`config.mk`:
```
export PLATFORM = sky130hd
export DESIGN_NAME = spi_instr_master_flat
export DESIGN_NICKNAME = d
export VERILOG_FILES = /design/src/rtl/spi_instr_master_if.sv /design/src/rtl/spi_instr_master.sv /design/src/flat_wrapper.sv
export SDC_FILE = /design/constraint.sdc
export NUM_CORES = 1
export LEC_CHECK = 0
export ABC_AREA = 1
export CAP_MARGIN = 20
export CELL_PAD_IN_SITES_DETAIL_PLACEMENT = 1
export CELL_PAD_IN_SITES_GLOBAL_PLACEMENT = 1
export CORE_MARGIN = 3
export CORE_UTILIZATION = 37
export DETAILED_ROUTE_END_ITERATION = 10
export PLACE_DENSITY = 0.86
export SLEW_MARGIN = 20
export SYNTH_ARGS = -nofsm -noshare
export SYNTH_HDL_FRONTEND = slang
export SYNTH_SLANG_ARGS = --single-unit
```
`constraint.sdc`:
```
create_clock -name clk -period 1.4 [get_ports clk]
set_input_delay 0.42 -clock clk [delete_from_list [all_inputs] [get_ports clk]]
set_output_delay 0.42 -clock clk [all_outputs]
set_load 0.02 [all_outputs]
```
`src/rtl/spi_instr_master_if.sv`:
```
// Request/response and SPI pin bundle for spi_instr_master.
// The master modport is the initiator's view. The slave modport is the
// counterpart: the host driving requests and the SPI responder driving miso.
interface spi_instr_master_if;
  logic       req_valid;
  logic       req_ready;
  logic       req_write;
  logic       req_hi;
  logic [5:0] req_addr;
  logic [7:0] req_wdata;
  logic       rsp_valid;
  logic [7:0] rsp_rdata;
  logic       busy;
  logic       sclk;
  logic       cs_n;
  logic       mosi;
  logic       miso;

  modport master (
    input  req_valid, req_write, req_hi, req_addr, req_wdata, miso,
    output req_ready, rsp_valid, rsp_rdata, busy, sclk, cs_n, mosi
  );

  modport slave (
    output req_valid, req_write, req_hi, req_addr, req_wdata, miso,
    input  req_ready, rsp_valid, rsp_rdata, busy, sclk, cs_n, mosi
  );
endinterface

```
`src/rtl/spi_instr_master.sv`:
```
// SPI mode-0 initiator issuing 16-bit {cmd, data} register-access frames.
//
// state | meaning
// ------+------------------------------------------------------------
// IDLE  | ready for a request, cs_n high
// SETUP | cs_n low, first bit on mosi, CLK_DIV cycles before first rise
// SHIFT | 16 sclk periods, CLK_DIV high / CLK_DIV low each
// HOLD  | cs_n low, sclk low for CLK_DIV cycles after last fall
// GAP   | cs_n high for 2*CLK_DIV cycles before returning to IDLE
//
// Every output is a flop. mosi is the MSB of the frame shift register, so it
// only moves on the edge that drops sclk (or on accept, while sclk is low).
module spi_instr_master #(
  parameter int CLK_DIV = 2
) (
  input logic                clk,
  input logic                rst,
  spi_instr_master_if.master bus
);

  localparam int            CW     = $clog2(2 * CLK_DIV);
  localparam logic [CW-1:0] C_HALF = CW'(CLK_DIV - 1);
  localparam logic [CW-1:0] C_GAP  = CW'(2 * CLK_DIV - 1);
  localparam logic [CW-1:0] C_ONE  = CW'(1);

  typedef enum logic [2:0] {
    S_IDLE,
    S_SETUP,
    S_SHIFT,
    S_HOLD,
    S_GAP
  } state_t;

  state_t        r_state, w_state_nxt;
  logic [CW-1:0] r_cnt, w_cnt_nxt;
  logic [3:0]    r_bit, w_bit_nxt;
  logic [15:0]   r_shift, w_shift_nxt;
  logic [7:0]    r_rx, w_rx_nxt;
  logic [7:0]    r_rdata, w_rdata_nxt;
  logic          r_is_read, w_is_read_nxt;
  logic          r_sclk, w_sclk_nxt;
  logic          r_cs_n, w_cs_n_nxt;
  logic          r_rsp_valid, w_rsp_valid_nxt;
  logic          r_busy, w_busy_nxt;
  logic          r_ready, w_ready_nxt;

  logic w_accept;
  logic w_cnt_zero;

  assign w_accept   = bus.req_valid & r_ready;
  assign w_cnt_zero = (r_cnt == '0);

  // State and datapath registers; reset aborts any frame and raises cs_n.
  always_ff @(posedge clk or posedge rst) begin
    if (rst) begin
      r_state     <= S_IDLE;
      r_cnt       <= '0;
      r_bit       <= '0;
      r_shift     <= '0;
      r_rx        <= '0;
      r_rdata     <= '0;
      r_is_read   <= 1'b0;
      r_sclk      <= 1'b0;
      r_cs_n      <= 1'b1;
      r_rsp_valid <= 1'b0;
      r_busy      <= 1'b0;
      r_ready     <= 1'b1;
    end else begin
      r_state     <= w_state_nxt;
      r_cnt       <= w_cnt_nxt;
      r_bit       <= w_bit_nxt;
      r_shift     <= w_shift_nxt;
      r_rx        <= w_rx_nxt;
      r_rdata     <= w_rdata_nxt;
      r_is_read   <= w_is_read_nxt;
      r_sclk      <= w_sclk_nxt;
      r_cs_n      <= w_cs_n_nxt;
      r_rsp_valid <= w_rsp_valid_nxt;
      r_busy      <= w_busy_nxt;
      r_ready     <= w_ready_nxt;
    end
  end

  // Next-state selection; every phase ends when the down-counter hits zero.
  always_comb begin
    w_state_nxt = r_state;
    case (r_state)
      S_IDLE:  if (w_accept)   w_state_nxt = S_SETUP;
      S_SETUP: if (w_cnt_zero) w_state_nxt = S_SHIFT;
      S_SHIFT: if (w_cnt_zero && r_sclk && (r_bit == 4'd0)) w_state_nxt = S_HOLD;
      S_HOLD:  if (w_cnt_zero) w_state_nxt = S_GAP;
      S_GAP:   if (w_cnt_zero) w_state_nxt = S_IDLE;
      default: w_state_nxt = S_IDLE;
    endcase
  end

  // Next values of the registered outputs, counters and shift registers.
  always_comb begin
    w_cnt_nxt       = r_cnt;
    w_bit_nxt       = r_bit;
    w_shift_nxt     = r_shift;
    w_rx_nxt        = r_rx;
    w_rdata_nxt     = r_rdata;
    w_is_read_nxt   = r_is_read;
    w_sclk_nxt      = r_sclk;
    w_cs_n_nxt      = r_cs_n;
    w_rsp_valid_nxt = 1'b0;
    w_busy_nxt      = r_busy;
    w_ready_nxt     = r_ready;

    case (r_state)
      S_IDLE: begin
        if (w_accept) begin
          w_shift_nxt   = {bus.req_write, bus.req_hi, bus.req_addr,
                           bus.req_write ? bus.req_wdata : 8'h00};
          w_is_read_nxt = ~bus.req_write;
          w_rx_nxt      = '0;
          w_bit_nxt     = 4'd15;
          w_cnt_nxt     = C_HALF;
          w_cs_n_nxt    = 1'b0;
          w_sclk_nxt    = 1'b0;
          w_busy_nxt    = 1'b1;
          w_ready_nxt   = 1'b0;
        end
      end

      S_SETUP: begin
        if (w_cnt_zero) begin
          w_sclk_nxt = 1'b1;
          w_cnt_nxt  = C_HALF;
        end else begin
          w_cnt_nxt = r_cnt - C_ONE;
        end
      end

      S_SHIFT: begin
        if (!w_cnt_zero) begin
          w_cnt_nxt = r_cnt - C_ONE;
        end else begin
          w_cnt_nxt = C_HALF;
          if (r_sclk) begin
            // Falling edge: advance mosi unless this was the final bit.
            w_sclk_nxt = 1'b0;
            if (r_bit != 4'd0) begin
              w_bit_nxt   = r_bit - 4'd1;
              w_shift_nxt = {r_shift[14:0], 1'b0};
            end
          end else begin
            // Rising edge: only the data-byte miso samples are kept.
            w_sclk_nxt = 1'b1;
            if (r_bit < 4'd8) w_rx_nxt = {r_rx[6:0], bus.miso};
          end
        end
      end

      S_HOLD: begin
        if (w_cnt_zero) begin
          w_cs_n_nxt      = 1'b1;
          w_rsp_valid_nxt = 1'b1;
          w_shift_nxt     = '0;
          w_cnt_nxt       = C_GAP;
          if (r_is_read) w_rdata_nxt = r_rx;
        end else begin
          w_cnt_nxt = r_cnt - C_ONE;
        end
      end

      S_GAP: begin
        if (w_cnt_zero) begin
          w_ready_nxt = 1'b1;
          w_busy_nxt  = 1'b0;
        end else begin
          w_cnt_nxt = r_cnt - C_ONE;
        end
      end

      default: begin
        w_cs_n_nxt  = 1'b1;
        w_sclk_nxt  = 1'b0;
        w_ready_nxt = 1'b1;
        w_busy_nxt  = 1'b0;
      end
    endcase
  end

  assign bus.req_ready = r_ready;
  assign bus.busy      = r_busy;
  assign bus.rsp_valid = r_rsp_valid;
  assign bus.rsp_rdata = r_rdata;
  assign bus.sclk      = r_sclk;
  assign bus.cs_n      = r_cs_n;
  assign bus.mosi      = r_shift[15];

endmodule

```
`src/flat_wrapper.sv`:
```
// flat-port wrapper written by rule: the top's interface ports become plain ports
module spi_instr_master_flat 
#(
  parameter int CLK_DIV = 2
)
  (clk, rst, bus_req_valid, bus_req_write, bus_req_hi, bus_req_addr, bus_req_wdata, bus_miso, bus_req_ready, bus_rsp_valid, bus_rsp_rdata, bus_busy, bus_sclk, bus_cs_n, bus_mosi);
  spi_instr_master_if bus_i ();
  input logic clk;
  input logic rst;
  input wire logic [$bits(bus_i.req_valid)-1:0] bus_req_valid;
  input wire logic [$bits(bus_i.req_write)-1:0] bus_req_write;
  input wire logic [$bits(bus_i.req_hi)-1:0] bus_req_hi;
  input wire logic [$bits(bus_i.req_addr)-1:0] bus_req_addr;
  input wire logic [$bits(bus_i.req_wdata)-1:0] bus_req_wdata;
  input wire logic [$bits(bus_i.miso)-1:0] bus_miso;
  output wire logic [$bits(bus_i.req_ready)-1:0] bus_req_ready;
  output wire logic [$bits(bus_i.rsp_valid)-1:0] bus_rsp_valid;
  output wire logic [$bits(bus_i.rsp_rdata)-1:0] bus_rsp_rdata;
  output wire logic [$bits(bus_i.busy)-1:0] bus_busy;
  output wire logic [$bits(bus_i.sclk)-1:0] bus_sclk;
  output wire logic [$bits(bus_i.cs_n)-1:0] bus_cs_n;
  output wire logic [$bits(bus_i.mosi)-1:0] bus_mosi;
  assign bus_i.req_valid = bus_req_valid;
  assign bus_i.req_write = bus_req_write;
  assign bus_i.req_hi = bus_req_hi;
  assign bus_i.req_addr = bus_req_addr;
  assign bus_i.req_wdata = bus_req_wdata;
  assign bus_i.miso = bus_miso;
  assign bus_req_ready = bus_i.req_ready;
  assign bus_rsp_valid = bus_i.rsp_valid;
  assign bus_rsp_rdata = bus_i.rsp_rdata;
  assign bus_busy = bus_i.busy;
  assign bus_sclk = bus_i.sclk;
  assign bus_cs_n = bus_i.cs_n;
  assign bus_mosi = bus_i.mosi;
  spi_instr_master #(.CLK_DIV(CLK_DIV)) u_core (.clk(clk), .rst(rst), .bus(bus_i));
endmodule
```
### After elaboration in Yosys (flattened, before gate mapping)

Cells that the tools add are included.

| word-level totals | value |
|---|---|
| register bits after elaboration | 47 |

| cells by class | value |
|---|---|
| magnitude comparators | 1 |
| $add $sub $neg | 2 |
| bitwise logic cells | 5 |
| equality and inequality tests | 15 |
| reduce and logical (&&, ||, !) cells | 23 |
| multiplexer cells | 40 |

Operator list:

| kind | number |
|---|---|
| $mux 16 | 5 |
| $pmux 16 s3 | 1 |
| $mux 8 | 5 |
| $ne 2x1->1 const B | 9 |
| $mux 4 | 4 |
| $pmux 8 s2 | 1 |
| $mux 3 | 5 |
| $pmux 3 s5 | 1 |
| $reduce_and 5->1 | 3 |
| $reduce_and 3->1 | 4 |
| $pmux 1 s3 | 3 |
| $mux 1 | 8 |
| $mux 2 | 4 |
| $pmux 2 s4 | 1 |
| $pmux 4 s2 | 1 |
| $reduce_bool 4->1 | 2 |
| $eq 3x2->1 const B | 2 |
| $reduce_and 6->1 | 1 |
| $reduce_or 3->1 | 2 |
| $logic_not 4->1 | 1 |
| $lt 4x4->1 const B | 1 |
| $ne 2x2->1 const B | 2 |
| $not 1->1 | 4 |
| $pmux 1 s4 | 1 |
| other kinds (13) | 15 |

### Logic depth before layout (Yosys ltp)

| depth | value |
|---|---|
| depth in word-level cells | 5 |
| depth in mapped cells | 10 |
| gate-level depth less buffers | 9 |

### Worst setup path before layout

No wires, ideal clock.

| timing path | value |
|---|---|
| kind | register to register |
| start | reg u_core.r_cnt[0] |
| end | reg u_core.r_shift[0] |
| stages on the path, launching flop included | 11 |
| arrival time | 1329 ps |
| period minus slack after synthesis | 1445 ps |
| required time | 1285 ps |
| slack | -45 ps |
| path buffers | 1 |
| path through | dfrtp_1 inv_1 ha_1 inv_1 nand2_1 nand2_2 inv_4 nand3_4 buf_12 nand2_2 nand2_2 |

| on the way | value |
|---|---|
| longest elaborated chain between the ends | 3 |

RTL lines:

| what | RTL line | source |
|---|---|---|
| start: declaration | spi_instr_master.sv:35 | `logic [CW-1:0] r_cnt, w_cnt_nxt;` |
| start signal: assignment | spi_instr_master.sv:70 | `r_cnt <= w_cnt_nxt;` |
| $logic_not 2->1 * | spi_instr_master.sv:51 | `assign w_cnt_zero = (r_cnt == '0);` |
| $ne 2x1->1 (no line) | - |  |
| $reduce_and 6->1 (no line) * | - |  |
| end signal: assignment | spi_instr_master.sv:72 | `r_shift <= w_shift_nxt;` |
| end: declaration | spi_instr_master.sv:37 | `logic [15:0] r_shift, w_shift_nxt;` |

Every way passes the cells marked *; elsewhere a longest branch is shown, timed or not.
A chain may end at the register's enable or synchronous reset.

### Worst setup path after layout

| timing path | value |
|---|---|
| start | reg u_core.r_state[2] |
| end | reg u_core.r_shift[9] |

| on the way | value |
|---|---|
| longest elaborated chain between the ends | 3 |

RTL lines:

| what | RTL line | source |
|---|---|---|
| start: declaration | spi_instr_master.sv:34 | `state_t r_state, w_state_nxt;` |
| start signal: assignment | spi_instr_master.sv:69 | `r_state <= w_state_nxt;` |
| $eq 3x2->1 / $logic_not 3->1 (equally long branches) | spi_instr_master.sv:111 | `case (r_state)` |
| $ne 2x1->1 (no line) / $reduce_bool 3->1 (equally long branches) | - |  |
| $reduce_and 6->1 (no line) | - |  |

Several ways; a longest one is shown, not always the timed one.

==> run metrics <==
status=complete, but fails checks; failing checks=negative setup slack; CTS root buf=clkbuf_8; Async SR Flop Fraction=100.0%; Setup Crit Path Kind=reg -> reg; Synth top cells by count=nand2_1, dfrtp_1, nand3_1, nand2_2, inv_1; drt pass-1 iters=4; initial antenna violation count=0; setup TNS=-1573 ps; Post-Syn Nets=350; share of cells above drive strength 1=43.17%; top_reg_cell synth=dfrtp_1; Synth cell types=31; area of the core=6568 µm²; Startpoint Class=flip-flop; r2r endpoint=u_core.r_shift[9]; final setup violating endpoints=40; multiplexer share of the synthesized area=0%; clk slew on worst S/H paths=110 ps; post-route cell area=3801 µm²; # Max-Cap Violations=0; Req. time, crit path=1660 ps; largest family of logic cells by synthesized area=simple AND/OR/NAND/NOR gates; Max Clk Rate=0.6611 GHz; CTS Sinks=47; sequential-to-total area share from yosys stat=a little under half; Post-DP Area=around 3300 µm²; DRC violations left=0; Post-DRT Antenna Nets=0; CTS tree=done; Routed WL=9564 µm; initial drt markers=just over 90; Max Fanout on Critical Path=8; Worst Hold Class=in -> async; Slowest-stage cell, CP=dfrtp_2; Slew Limit Fails=0; port bufs=33; Clock Skew=17.80 ps; via/cell ratio=about 5.2; synthesized cell area=approximately 2600 µm²; Mean Syn Cell Area=approximately 7.9 µm²; final worst slack=-112.6 ps; maximum vdd ir drop=1.282 mV; CP peak stage delay=between 400 and 500 ps; area leader, netlist=dfrtp_1; CTS buffer count=5; RSZ-0062 raised after global routing=true; worst flop-to-flop path startpoint=u_core.r_state[2]; post-synthesis register bit count=47; Remaining Overflow, GRT=0; Final HPWL DP=5208 µm; Total GRT Usage=21.73%; WP data arrival=1770 ps; Tmin final=1513 ps; PD cells=approximately 2600 nW/µm²; first-pass GRT wire length=~13000 µm; Worst Tran Pin Value=456.3 ps; WL/cell=about 19 µm; Static Leak=approximately 1.9 nW; Ys Warns=0; row cnt=29; CTS H-Tree Depth=2; largest net degree at the start of global routing=39; Via Count=2632; Syn Inst Count=326; r2r setup slk=-110 ps; Yosys top cell area share=between 40 and 50%; most numerous cell in the Yosys netlist=nand2_1; top area cells in the synthesized netlist=dfrtp_1, nand2_1, nand3_1, nand2_2, inv_1; Post-synth EDFFs=0; via count of the first global-routing pass=2754; Setup Slack @ Placement=-376.7 ps; Crit path max-delay family=simple AND/OR/NAND/NOR gates; Pwr Total=9.789 mW; fin crit share=108.0%; Layout Nets=433; chip width=89.57 µm; Adder-Cell Fraction of Synth Area=1.937%; full die area=between 8000 and 9000 µm²; post-synthesis simple-gate area fraction=approximately 39%; post-synthesis compound-gate area fraction=around 6.3%; die height=89.57 µm; Slew HR=between 60% and 70%; Initial Util=39.34%; area grow syn2layout=47.12%; Crit. End Element=flip-flop; ant diodes=0; CP bufs+invs=3; cell mode on critical path=nand2_1; Max clock buf depth=2; FF-to-FF path depth=8; Hold Vio Cnt, Final=0; chain of cells forming the critical path=inv_4, nand3_4, inv_8, buf_12, nand2_1, nand2_1, nand3_1, nand2_2; IO Count=34; routability congestion estimate=0.8605; xor and xnor area share after synthesis=0%; worst-skew pair later-pin latency=about 320 ps
-- placed cells by master (no fill, tap or decap), drive strengths merged --
master / instances
a21oi: 5
buf: 63
clkbuf: 7
clkdlybuf4s15: 1
clkdlybuf4s50: 19
clkinv: 1
clkinvlp: 2
dfrtp: 45
dfstp: 2
ha: 4
inv: 23
nand2: 154
nand3: 44
nand4: 2
nor2: 15
o21a: 2
o21ai: 20
or2: 1
-- power by group --
| part | total [mW] | internal (mW) | leakage [nW] | switching (mW) |
|---|---|---|---|---|
| registers | 2.26 | 1.81 | 0.604 | 0.448 |
| logic | 6.65 | 2.67 | 1.22 | 3.97 |
| clock network | 0.878 | 0.351 | 0.0412 | 0.526 |
| total | 9.79 | 4.84 | 1.87 | 4.95 |
-- layout make-up --
| type | instances | area [µm²] |
|---|---|---|
| Sequential cell | 47 | 1182 |
| Clock inverter | 2 | 12.51 |
| Multi-Input combinational cell | 247 | 1499 |
| Tap cell | 93 | 116.4 |
| Clock buffer | 6 | 72.57 |
| Timing Repair Buffer | 84 | 794.5 |
| Fill cell | 773 | 2766 |
| Inverter | 24 | 123.9 |
-- cell families (layout without fill, tap and decap cells) --
family | after synthesis | after routing
flip-flops | 47 | 47
AND/OR/NAND/NOR | 214 | 216
buffers and inverters | 34 | 116
AO/OA/AOI/OAI | 27 | 27
adder cells (fa/ha/maj) | 4 | 4
-- stage by stage --
stage / util [%] / cells / hold slack, ps
after floorplan: - / 326 / 442.2
after global placement: 49.84 / 474 / 452.7
after detailed placement: 49.84 / 474 / 455.1
after CTS: 54.51 / 491 / 480.1
after global routing: 57.88 / 503 / 497.6
final: 57.88 / 503 / 466.3
-- per-layer routing --
| metal | global-route usage (%) | share of wire, % | vias up |
|---|---|---|---|
| li1 | - | - | 1202 |
| met2 | 39.16 | 53 | 90 |
| met5 | 0 | 0 | - |
| met4 | 9.608 | 4.8 | 0 |
| met3 | 4.608 | 4.4 | 37 |
| met1 | 24.41 | 38 | 1303 |
-- worst max path at each step --
| stage | start | end | cells after the start |
|---|---|---|---|
| finish | u_core.r_state[2] | u_core.r_shift[9] | 8 |
| global route | u_core.r_state[1] | u_core.r_shift[2] | 8 |
| CTS | u_core.bus.req_ready | bus_req_ready | 1 |
| detailed placement | bus_req_valid | u_core.r_shift[6] | 8 |
| global placement | bus_req_valid | u_core.r_shift[15] | 8 |
| floorplan | u_core.bus.req_ready | u_core.r_shift[0] | 8 |
-- repair_timing --
action	in CTS	in global routing
gates resized for setup	82	74
setup endpoints to repair	53	55
pin swaps	12	21
setup buffers	9	11
gates cloned	1	1
hold buffers	0	0
-- worst register-to-register path, stage by stage, from the launching register on --
cell and delay (ps):
dfrtp_2 480, inv_4 120, nand3_4 160, inv_8 130, buf_12 130, nand2_1 90, nand2_1 140, nand3_1 120
nand2_2 80
-- state kept, by name, indices dropped and copies added (netlist names) --
register,flops
u_core.r_shift,16
u_core.bus.rsp_rdata,8
u_core.r_rx,8
u_core.r_bit,4
u_core.r_state,3
u_core.r_cnt,2
u_core.bus.busy,1
u_core.bus.cs_n,1
u_core.bus.req_ready,1
u_core.bus.rsp_valid,1
u_core.bus.sclk,1
u_core.r_is_read,1
Note: power is estimated with default switching activity, not from simulation.
